**src/rtl/periph_pkg.sv**
```systemverilog
`default_nettype none
// ----------------------------------------------------------------------------
// periph_pkg : types and board constants shared by the peripheral input path
// Revision   : 1.0
// ----------------------------------------------------------------------------
package periph_pkg;

  typedef enum logic {
    DB_STABLE = 1'b0,
    DB_PEND   = 1'b1
  } debounce_state_e;

  // 10 ms at a 100 MHz system clock.
  localparam int unsigned DEBOUNCE_CYCLES_DEFAULT = 1_000_000;

endpackage
`default_nettype wire

```
**src/rtl/debounce.sv**
```systemverilog
`default_nettype none
// ----------------------------------------------------------------------------
// debounce : qualifies a synchronized level, with edge pulses and sticky flags
// Revision : 1.0
// ----------------------------------------------------------------------------
module debounce
  import periph_pkg::*;
#(
  parameter int unsigned DEBOUNCE_CYCLES = 16,
  parameter logic        RESET_VALUE     = 1'b0
) (
  input  logic clk,
  input  logic rst,
  input  logic din,
  input  logic clr_rise,
  input  logic clr_fall,
  output logic dout,
  output logic rise,
  output logic fall,
  output logic rise_pend,
  output logic fall_pend,
  output logic busy
);

  localparam int unsigned       CNT_W    = $clog2(DEBOUNCE_CYCLES + 1);
  localparam logic [CNT_W-1:0]  CNT_LAST = CNT_W'(DEBOUNCE_CYCLES - 1);
  localparam logic [CNT_W-1:0]  CNT_ONE  = CNT_W'(1);

  debounce_state_e  state, state_n;
  logic [CNT_W-1:0] cnt, cnt_n;
  logic             dout_n;
  logic             fire;
  logic             rise_n, fall_n;

  always_comb begin
    state_n = state;
    cnt_n   = cnt;
    dout_n  = dout;
    fire    = 1'b0;
    case (state)
      DB_STABLE: begin
        cnt_n = '0;
        if (din != dout) begin
          // A single-sample window accepts the new level immediately.
          if (DEBOUNCE_CYCLES == 1) begin
            dout_n = din;
            fire   = 1'b1;
          end else begin
            cnt_n   = CNT_ONE;
            state_n = DB_PEND;
          end
        end
      end
      DB_PEND: begin
        if (din == dout) begin
          cnt_n   = '0;
          state_n = DB_STABLE;
        end else if (cnt == CNT_LAST) begin
          dout_n  = din;
          cnt_n   = '0;
          state_n = DB_STABLE;
          fire    = 1'b1;
        end else begin
          cnt_n = cnt + CNT_ONE;
        end
      end
      default: begin
        cnt_n   = '0;
        state_n = DB_STABLE;
      end
    endcase
    // On an accepted change din is the new level, so it selects the edge type.
    rise_n = fire & din;
    fall_n = fire & ~din;
  end

  always_ff @(posedge clk) begin
    if (rst) begin
      state     <= DB_STABLE;
      cnt       <= '0;
      dout      <= RESET_VALUE;
      rise      <= 1'b0;
      fall      <= 1'b0;
      rise_pend <= 1'b0;
      fall_pend <= 1'b0;
    end else begin
      state     <= state_n;
      cnt       <= cnt_n;
      dout      <= dout_n;
      rise      <= rise_n;
      fall      <= fall_n;
      // A new event outranks a simultaneous clear so no edge is lost.
      rise_pend <= rise_n | (rise_pend & ~clr_rise);
      fall_pend <= fall_n | (fall_pend & ~clr_fall);
    end
  end

  assign busy = (state == DB_PEND);

endmodule
`default_nettype wire

```
**config.mk**
```make
export PLATFORM = sky130hd
export DESIGN_NAME = debounce
export DESIGN_NICKNAME = d
export VERILOG_FILES = /design/src/rtl/periph_pkg.sv /design/src/rtl/debounce.sv
export SDC_FILE = /design/constraint.sdc
export NUM_CORES = 1
export LEC_CHECK = 0
export ABC_AREA = 1
export ABC_CLOCK_PERIOD_IN_PS = 1200
export BUFFER_PORTS_ARGS = -buffer_cell sky130_fd_sc_hd__buf_2
export CAP_MARGIN = 20
export CORE_AREA = 5 5 42 44
export CTS_BUF_LIST = sky130_fd_sc_hd__clkbuf_4 sky130_fd_sc_hd__clkbuf_8 sky130_fd_sc_hd__clkbuf_16
export DETAILED_ROUTE_END_ITERATION = 16
export DIE_AREA = 0 0 47 49
export GPL_TIMING_DRIVEN = 0
export PLACE_DENSITY = 0.64
export SLEW_MARGIN = 20
export SYNTH_ARGS = -nofsm -noshare
export SYNTH_HDL_FRONTEND = slang
export SYNTH_SLANG_ARGS = --single-unit
```
**constraint.sdc**
```tcl
create_clock -name clk -period 1.2 [get_ports clk]
set_input_delay 0.06 -clock clk [delete_from_list [all_inputs] [get_ports clk]]
set_output_delay 0.06 -clock clk [all_outputs]
set_load 0.02 [all_outputs]
```
==> results of run 1 <==
timing repair:
item	in CTS	in global routing
gates cloned	0	0
setup endpoints to repair	11	9
setup buffers	2	0
pin swaps	7	0
resized for setup	10	2
state kept, by name, summed over array words and instances, names as in the netlist:
name	count
busy	1
cnt	5
dout	1
fall	1
fall_pend	1
rise	1
rise_pend	1
worst max-delay path: stages (launching register included):
cell and delay (ns):
sky130_fd_sc_hd__dfxtp_4 0.36, sky130_fd_sc_hd__ha_4 0.15, sky130_fd_sc_hd__nand2_4 0.05, sky130_fd_sc_hd__nor2_4 0.11
sky130_fd_sc_hd__ha_2 0.20, sky130_fd_sc_hd__nand2_1 0.06, sky130_fd_sc_hd__inv_2 0.06, sky130_fd_sc_hd__nand4_1 0.10
sky130_fd_sc_hd__nand2_1 0.08
logic make-up (layout without fill, tap and decap cells):
family / after synthesis / in the layout
flip-flops: 11 / 11
XOR/XNOR: 1 / 1
buffers and inverters: 11 / 27
adder cells (fa/ha/maj): 3 / 3
AND/OR/NAND/NOR: 28 / 28
AO/OA/AOI/OAI: 2 / 2
area by class of cell:
type | count | area [µm²] | share of cell area [%]
Multi-Input combinational cell | 34 | 245 | 39.1
Sequential cell | 11 | 225 | 35.9
Timing Repair Buffer | 12 | 65.1 | 10.4
Inverter | 11 | 41.3 | 6.59
Clock buffer | 4 | 30.0 | 4.79
Tap cell | 16 | 20.0 | 3.19
metal layers:
layer	routed length [µm]	global-route usage, %	up-vias
li1	-	-	207
met1	348	9.80	176
met2	369	12.4	11
met3	45	2.58	2
met4	13	4.15	0
met5	0	0	-
layout by cell type (no fill, tap or decap), types with 2 or more instances in the layout:
cell,count
sky130_fd_sc_hd__buf_2,10
sky130_fd_sc_hd__nor2_1,9
sky130_fd_sc_hd__dfxtp_1,9
sky130_fd_sc_hd__inv_1,8
sky130_fd_sc_hd__nand2_1,7
sky130_fd_sc_hd__clkbuf_4,4
sky130_fd_sc_hd__inv_2,3
sky130_fd_sc_hd__nand4_1,3
sky130_fd_sc_hd__nand3b_1,2
sky130_fd_sc_hd__ha_4,2
sky130_fd_sc_hd__buf_4,2
through the flow:
stage / util, % / TNS [ns]
floorplan: - / 0
global placement: 38.8 / -0.335
detailed placement: 38.8 / -0.520
CTS: 44.3 / -0.158
global route: 44.7 / -0.783
finish: 44.7 / -0.0333
final timing paths:
kind | startpoint | to | slack (ns)
max | cnt[0] | fall_pend | -0.01
max reg2reg | cnt[0] | fall_pend | -0.01
min | clr_rise | rise_pend | 0.04
min reg2reg | rise_pend | rise_pend | 0.47
power breakdown:
group / switching, mW / internal, mW
logic: 0.0218 / 0.0165
clock network: 0.113 / 0.151
registers: 0.00342 / 0.368
==> results.toml, run 1 <==
[synth]
netlist-cell-type-count = 15
syn-cell-area_um2 = 453
ys_seq_area_share_pct = 48.6
post-synth-top-area-cell = "sky130_fd_sc_hd__dfxtp_1"
synth_top_flop_cell = "sky130_fd_sc_hd__dfxtp_1"
syn_nets = 64
combinational_family_with_the_most_area_after_synthesis = "simple AND/OR/NAND/NOR gates"
number_of_synthesized_flops_with_an_enable_pin = 0
synthXorXnorAreaFrac_pct = 1.93
adder_cell_share_of_the_synthesized_area_pct = 8.29
post_synth_inst_count = 56
synth_common_cells = "sky130_fd_sc_hd__dfxtp_1 (11), sky130_fd_sc_hd__nor2_1 (11), sky130_fd_sc_hd__inv_1 (10)"
synth_seq_cells = 11
top_cells_by_area_in_the_synthesized_netlist = "sky130_fd_sc_hd__dfxtp_1 (49%), sky130_fd_sc_hd__nor2_1 (9.1%), sky130_fd_sc_hd__ha_1 (8.3%)"
yosysTopAreaCellShare_pct = 48.6
ys.warnings.count = 0
complex_gate_fraction_of_the_synthesized_area_pct = 3.04
mean_syn_cell_area_um2 = 8.09
synth_simple_gate_area_share_pct = 29.0
async_flop_share_pct = 0
yosys-mux-area-fraction_pct = 0

[power]
report.power.total_mw = 0.675
total_leakage_power_nw = 0.308
vdd_ir_drop_max_mv = 0.696
power-per-cell-area_nw_per_um2 = 1080

[critical_path]
timing.setup.critical_path_class = "reg -> reg"
end_kind = "flip-flop"
cp_data_required_time_ns = 1.41
crit_path_start_kind = "flip-flop"
worstPathMaxFanout = 3
reg2regPathDepth = 8
critical_path_arrival_ns = 1.42

[drt]
drc = 0
totalWireLength_um = 777
num_vias = 396
dr.first_iter.drc_count = 1
final_antenna_net_count = 0
drt_first_pass_iters = 3
post_drt_wl_per_cell_um = 8.83
avgViaCountPerCell = 4.50

[die]
dieWidth_um = 47
floorplan.rows = 14
top_level_ports = 11
initial_core_utilization_pct = 32.3
die_height_um = 49
die_area_um2 = 2300
core-area_um2 = 1400

[global_routing]
grt_antenna_before_repair = 0
grt_overflow = 0
grt_pass1_wl_um = 1390
number_of_global_route_vias_before_repair = 380
gr-usage-all-layers_pct = 8.13
grt_start_max_net_pins = 7

[sta]
period_minus_slack_ns = 1.21
worst_slew_pin_slew_ns = 0.198
period_utilisation_layout_pct = 101
max_clock_freq_ghz = 0.823
timing.final.setup_violations = 4
clock_skew_ns = 0.000870
fin_ws_ns = -0.0144
unrepaired_setup_endpoints_after_global_routing = "yes"
finalMaxSlewViolations = 0
finalHoldViolCount = 0
holdWs_ns = 0.0400
relSlewSlack_pct = 86.8

[final_layout]
post_route_cells_drive_above_1_share_pct = 44.4
num-nets-final = 81
antenna-diode-count = 0
fill_cells = 135
final-instance-count-excl-fill = 88
synth_to_layout_area_growth_pct = 38.4
final_design_area_no_fill_um2 = 627

[job]
drv_cap = 0

[cts]
latest_clock_arrival_within_the_worst_skew_pair_ns = 0.26
clock_tree_from_tritoncts = "done"
clk_root_buffer_cell = "sky130_fd_sc_hd__clkbuf_4"
clkTransAtPathRegs_ns = 0.06
hold_buffers = 0
h_tree_level_count = 1
cts.path.max_buffers = 2
clock_sinks = 11
cts_buffers = 3

[placed_design]
dpl.hpwl_um = 660
dpl.cell_count = 82
post_dp_cell_area_um2 = 543
finalWeightedCongestion = 0.684
place_worst_setup_slack_ns = -0.104
port_buffers = 10

[hold_path]
worst_hold_path_type = "in -> reg"
min_path_cells = 3

[run_status]
run_status = "finished with violations"
failed_checks = "negative setup slack"
Power figures use the tool's default switching activity.
==> run 2: changes to the inputs <==
- CTS_BUF_LIST: sky130_fd_sc_hd__clkbuf_4 sky130_fd_sc_hd__clkbuf_8 sky130_fd_sc_hd__clkbuf_16 -> sky130_fd_sc_hd__clkbuf_16
==> results.toml, run 2 (synthesis gave the netlist of run 1 again) <==
[critical_path]
worstPathMaxFanout = 3
end_kind = "flip-flop"
critPathMostFrequentCell = "sky130_fd_sc_hd__ha_4"
crit_slowest_cell = "sky130_fd_sc_hd__dfxtp_2"
crit_path_start_kind = "flip-flop"
critical_path.top_delay_family = "simple AND/OR/NAND/NOR gates"
crit_chain = "ha_4 > nand2_4 > nor2_4 > ha_4 > nand2_2 > inv_2 > nand4_1 > nand2_1"
internal_reg_to_reg_setup_slack_ns = -0.002
critical_path_arrival_ns = 1.38
timing.setup.critical_path_class = "reg -> reg"
cp_data_required_time_ns = 1.38
worst-path-buf-inv = 1
crit_path_max_cell_delay_ns = 0.34

[global_routing]
grt_start_max_net_pins = 7
grt_antenna_before_repair = 0
grt_overflow = 0
number_of_global_route_vias_before_repair = 407
grt_pass1_wl_um = 1590
gr-usage-all-layers_pct = 10.1

[cts]
clock_tree_from_tritoncts = "done"
h_tree_level_count = 1
hold_buffers = 0
clkTransAtPathRegs_ns = 0.04
cts_buffers = 3
cts.path.max_buffers = 2
latest_clock_arrival_within_the_worst_skew_pair_ns = 0.24
clk_root_buffer_cell = "sky130_fd_sc_hd__clkbuf_16"
clock_sinks = 11

[run_status]
run_status = "finished with violations"
failed_checks = "negative setup slack"

[drt]
avgViaCountPerCell = 4.47
met3WireLength_um = 51
final_antenna_net_count = 0
drt_first_pass_iters = 2
wirelength_met1_um = 384
post_drt_wl_per_cell_um = 10.1
wl_met2_um = 417
totalWireLength_um = 899
dr.first_iter.drc_count = 2
drc = 0
top_layer_used = "met4"
num_vias = 398

[final_layout]
regMostFlops = "cnt"
final_cell_mix = "sky130_fd_sc_hd__buf_2 (10), sky130_fd_sc_hd__inv_1 (9), sky130_fd_sc_hd__dfxtp_1 (9)"
synth_to_layout_area_growth_pct = 54.1
largest_register_ff_count = 5
layout_commonest_cell = "sky130_fd_sc_hd__buf_2"
layout.core_utilization_pct = 49.8
post_route_cells_drive_above_1_share_pct = 46.6
num-nets-final = 82
antenna-diode-count = 0

[sta]
clock_skew_ns = 0.000674
fin_tns_setup_ns = -0.00448
fin_ws_ns = -0.00193
period_utilisation_layout_pct = 100
period_minus_slack_ns = 1.20
finalMaxSlewViolations = 0
max_clock_freq_ghz = 0.832
worst_slew_pin_slew_ns = 0.201
finalHoldViolCount = 0
unrepaired_setup_endpoints_after_global_routing = "yes"
timing.final.setup_violations = 3
relSlewSlack_pct = 86.6
holdWs_ns = 0.0680

[placed_design]
finalWeightedCongestion = 0.684
dpl.hpwl_um = 660
port_buffers = 10
place_worst_setup_slack_ns = -0.104

[die]
initial_core_utilization_pct = 32.3
core-area_um2 = 1400
die_height_um = 49
die_area_um2 = 2300
top_level_ports = 11
dieWidth_um = 47
floorplan.rows = 14

[hold_path]
worst_hold_path_type = "in -> reg"

[job]
drv_cap = 0

[power]
report.power.total_mw = 1.01
total_leakage_power_nw = 0.341
power-per-cell-area_nw_per_um2 = 1440
vdd_ir_drop_max_mv = 0.860
==> run 2: what timing repair did <==
item                                    in CTS  in global routing
endpoints found under the setup margin      10                  9
pin swaps                                    8                  6
gates resized for setup                     11                  4
setup buffers                                2                  1
==> run 2: where the power goes <==
group | total [mW] | internal [mW] | switching [mW]
Clock | 0.596 | 0.437 | 0.160
Sequential | 0.374 | 0.370 | 0.00359
Combinational | 0.0382 | 0.0161 | 0.0221
==> run 2: metrics by stage <==
stage	cell area (µm²)	cells
floorplan	473	56
global placement	543	82
detailed placement	543	82
CTS	679	88
global route	698	89
finish	698	89
==> run 2: per-layer routing <==
layer  global-route usage, %  up-vias
met5                       0        -
met4                    9.68        0
met1                    11.1      174
met3                    3.69        5
met2                    14.0       12
li1                        -      207
==> run 2: final cells by class <==
| class | instances | area [µm²] |
|---|---|---|
| Timing Repair Buffer | 13 | 72.6 |
| Sequential cell | 11 | 225 |
| Tap cell | 16 | 20.0 |
| Clock inverter | 1 | 3.75 |
| Clock buffer | 3 | 75.1 |
| Multi-Input combinational cell | 34 | 260 |
| Fill cell | 131 | 703 |
| Inverter | 11 | 41.3 |
==> run 2: worst paths after layout <==
path	from	to	cells after the start
setup / recovery	cnt[1]	fall_pend	8
hold / removal	clr_rise	rise_pend	3
setup reg to reg	cnt[1]	fall_pend	8
hold reg to reg	rise_pend	rise_pend	2
==> run 2: worst reg2reg max path: stages, from the launching register on <==
cell and delay, ns:
sky130_fd_sc_hd__dfxtp_2 0.34, sky130_fd_sc_hd__ha_4 0.15, sky130_fd_sc_hd__nand2_4 0.05, sky130_fd_sc_hd__nor2_4 0.16
sky130_fd_sc_hd__ha_4 0.16, sky130_fd_sc_hd__nand2_2 0.05, sky130_fd_sc_hd__inv_2 0.06, sky130_fd_sc_hd__nand4_1 0.10
sky130_fd_sc_hd__nand2_1 0.08
==> run 3: changes to the inputs <==
- ABC_AREA: 1 -> 0
- PLACE_DENSITY: 0.64 -> 0.61
- SKIP_LAST_GASP: not set -> 1
==> results.toml, run 3 <==
[run_status]
run_status = "finished with violations"
failed_checks = "negative setup slack"

[sta]
finalMaxSlewViolations = 0
fin_ws_ns = -0.308
period_utilisation_layout_pct = 126
timing.final.setup_violations = 10
finalHoldViolCount = 0
worst_slew_pin_slew_ns = 0.335
relSlewSlack_pct = 77.5
clock_skew_ns = 0.000398
period_minus_slack_ns = 1.51
max_clock_freq_ghz = 0.663
unrepaired_setup_endpoints_after_global_routing = "yes"

[critical_path]
critPathMostFrequentCell = "sky130_fd_sc_hd__ha_4"
critical_path.top_delay_family = "simple AND/OR/NAND/NOR gates"
crit_chain = "ha_4 > and3_4 > ha_4 > or4b_4 > nor2_1"
crit_path_start_kind = "flip-flop"
worst_r2r_startpoint = "cnt[1]"
critical_path_arrival_ns = 1.68
reg2regPathDepth = 5
crit-reg2reg-capture = "cnt[1]"
crit_slowest_cell = "sky130_fd_sc_hd__or4b_4"
cp_data_required_time_ns = 1.37
timing.setup.critical_path_class = "reg -> reg"
crit_path_max_cell_delay_ns = 0.54
worstPathMaxFanout = 4
end_kind = "flip-flop"
internal_reg_to_reg_setup_slack_ns = -0.31
worst-path-buf-inv = 0

[global_routing]
number_of_global_route_vias_before_repair = 321
grt_antenna_before_repair = 0
grt_start_max_net_pins = 8
grt_overflow = 0
grt_pass1_wl_um = 1260
gr-usage-all-layers_pct = 7.71

[synth]
yosysTopAreaCellShare_pct = 52.5
syn_nets = 48
complex_gate_fraction_of_the_synthesized_area_pct = 4.78
ys_seq_area_share_pct = 52.5
synth_common_cells = "sky130_fd_sc_hd__dfxtp_1 (11), sky130_fd_sc_hd__nor2_1 (4), sky130_fd_sc_hd__nor3b_1 (4)"
mean_syn_cell_area_um2 = 10.5
synth_simple_gate_area_share_pct = 25.7
async_flop_share_pct = 0
combinational_family_with_the_most_area_after_synthesis = "simple AND/OR/NAND/NOR gates"
top_cells_by_area_in_the_synthesized_netlist = "sky130_fd_sc_hd__dfxtp_1 (53%), sky130_fd_sc_hd__ha_1 (9.0%), sky130_fd_sc_hd__nor3b_1 (7.2%)"
post_synth_inst_count = 40
netlist-cell-type-count = 17
yosys-mux-area-fraction_pct = 0
synthXorXnorAreaFrac_pct = 6.27
syn-cell-area_um2 = 419
synth_top_flop_cell = "sky130_fd_sc_hd__dfxtp_1"
synth_seq_cells = 11
ys.warnings.count = 0
adder_cell_share_of_the_synthesized_area_pct = 8.96
number_of_synthesized_flops_with_an_enable_pin = 0
synth.most_common_cell = "sky130_fd_sc_hd__dfxtp_1"
post-synth-top-area-cell = "sky130_fd_sc_hd__dfxtp_1"

[final_layout]
largest_register_ff_count = 5
synth_to_layout_area_growth_pct = 61.2
post_route_cells_drive_above_1_share_pct = 54.2
multi_input_logic_area_um2 = 259
regMostFlops = "cnt"
layout_commonest_cell = "sky130_fd_sc_hd__buf_2"
fill_cells = 150
regArea_um2 = 223
final_cell_mix = "sky130_fd_sc_hd__buf_2 (10), sky130_fd_sc_hd__dfxtp_1 (9), sky130_fd_sc_hd__buf_4 (5)"
num-nets-final = 68
final-instance-count-excl-fill = 75
antenna-diode-count = 0

[job]
drv_cap = 0

[hold_path]
min_from = "din"
endpoint_of_the_worst_hold_path = "fall"
worst_hold_path_type = "in -> reg"
min_path_cells = 2

[die]
die_height_um = 49
top_level_ports = 11
core-area_um2 = 1400
floorplan.rows = 14
initial_core_utilization_pct = 29.9
die_area_um2 = 2300
dieWidth_um = 47

[drt]
num_vias = 346
drc = 0
drt_first_pass_iters = 2
avgViaCountPerCell = 4.61
dr.first_iter.drc_count = 3
final_antenna_net_count = 0
totalWireLength_um = 822
post_drt_wl_per_cell_um = 11.0

[placed_design]
port_buffers = 10
finalWeightedCongestion = 0.628
dpl.cell_count = 66
dpl.hpwl_um = 558

[cts]
clock_tree_from_tritoncts = "done"
latest_clock_arrival_within_the_worst_skew_pair_ns = 0.23
clock_sinks = 11
h_tree_level_count = 1
cts.path.max_buffers = 2
clkTransAtPathRegs_ns = 0.04
clk_root_buffer_cell = "sky130_fd_sc_hd__clkbuf_16"
cts_buffers = 3

[power]
vdd_ir_drop_max_mv = 1.05
total_leakage_power_nw = 0.273
power-per-cell-area_nw_per_um2 = 1470
report.power.total_mw = 0.995
## run 3: changes by cell type in the layout (fill, tap and decap cells not counted), sizes merged, moves of 2 or more
| cell | before | now |
|---|---|---|
| inv | 12 | 3 |
| nand2 | 9 | 2 |
| nor2 | 11 | 4 |
| nor3b | 0 | 4 |
| nand4 | 3 | 0 |
| buf | 13 | 15 |
| or2 | 0 | 2 |
## run 3: cell families (layout without fill, tap and decap cells)
kind of cell	after synthesis	after routing
fa+ha+maj	3	3
simple gates	18	18
flops	11	11
buf+inv	2	21
compound gates	3	3
xor+xnor	3	3
## run 3: area by class of cell
type	count	area share, %
clock buffer	3	11.1
tap	16	2.96
clock inverter	1	0.556
multi-input combinational	27	38.3
inverter	2	1.11
timing repair buffer	15	13.0
sequential	11	33.0
## run 3: routing by layer
| metal | up-vias | GRT usage [%] | part of all wire (%) |
|---|---|---|---|
| li1 | 174 | - | - |
| met1 | 159 | 7.81 | 40 |
| met2 | 13 | 12.7 | 47 |
| met3 | 0 | 5.54 | 13 |
| met4 | 0 | 1.38 | 0 |
| met5 | - | 0 | 0 |
## run 3: worst register-to-register path: stages (launching register included)
cell,delay [ns]
sky130_fd_sc_hd__dfxtp_2,0.33
sky130_fd_sc_hd__ha_4,0.15
sky130_fd_sc_hd__and3_4,0.15
sky130_fd_sc_hd__ha_4,0.15
sky130_fd_sc_hd__or4b_4,0.54
sky130_fd_sc_hd__nor2_1,0.11
## run 3: what timing repair did
action | in CTS | in global routing
setup endpoints to repair | 9 | 11
pin swaps | 1 | 3
setup buffers | 3 | 2
gates resized for setup | 0 | 5
gates cloned | 0 | 0
hold endpoints to repair | 0 | 0
hold buffers | 0 | 0
## run 3: stage by stage
| stage | hold WS [ns] | utilization, % | worst slack (ns) | setup TNS, ns | area (µm²) |
|---|---|---|---|---|---|
| 6_report | 0.0580 | 48.2 | -0.308 | -2.02 | 676 |
| 5_1_grt | 0.0625 | 48.2 | -0.346 | -2.51 | 676 |
| 4_1_cts | 0.0537 | 45.5 | -0.310 | -1.93 | 638 |
| 3_5_place_dp | 0.297 | 38.3 | -0.317 | -1.58 | 537 |
| 3_3_place_gp | 0.296 | 38.3 | -0.308 | -1.52 | 537 |
| 2_1_floorplan | 0.129 | - | -0.260 | -1.16 | 467 |
## run 3: worst max path at each step
stage             end  slack, ns   start  cells past startpoint
2_1_floorplan  cnt[1]      -0.26  cnt[0]                      5
3_3_place_gp   cnt[1]      -0.31  cnt[0]                      5
3_5_place_dp   cnt[1]      -0.32  cnt[0]                      5
4_1_cts        cnt[1]      -0.31  cnt[1]                      5
5_1_grt        cnt[1]      -0.35  cnt[1]                      5
6_report       cnt[1]      -0.31  cnt[1]                      5
## run 3: power by group
group          switching, mW  total, mW  internal, mW
Sequential           0.00586      0.378         0.372
Combinational         0.0164     0.0328        0.0164
Clock                  0.149      0.585         0.436
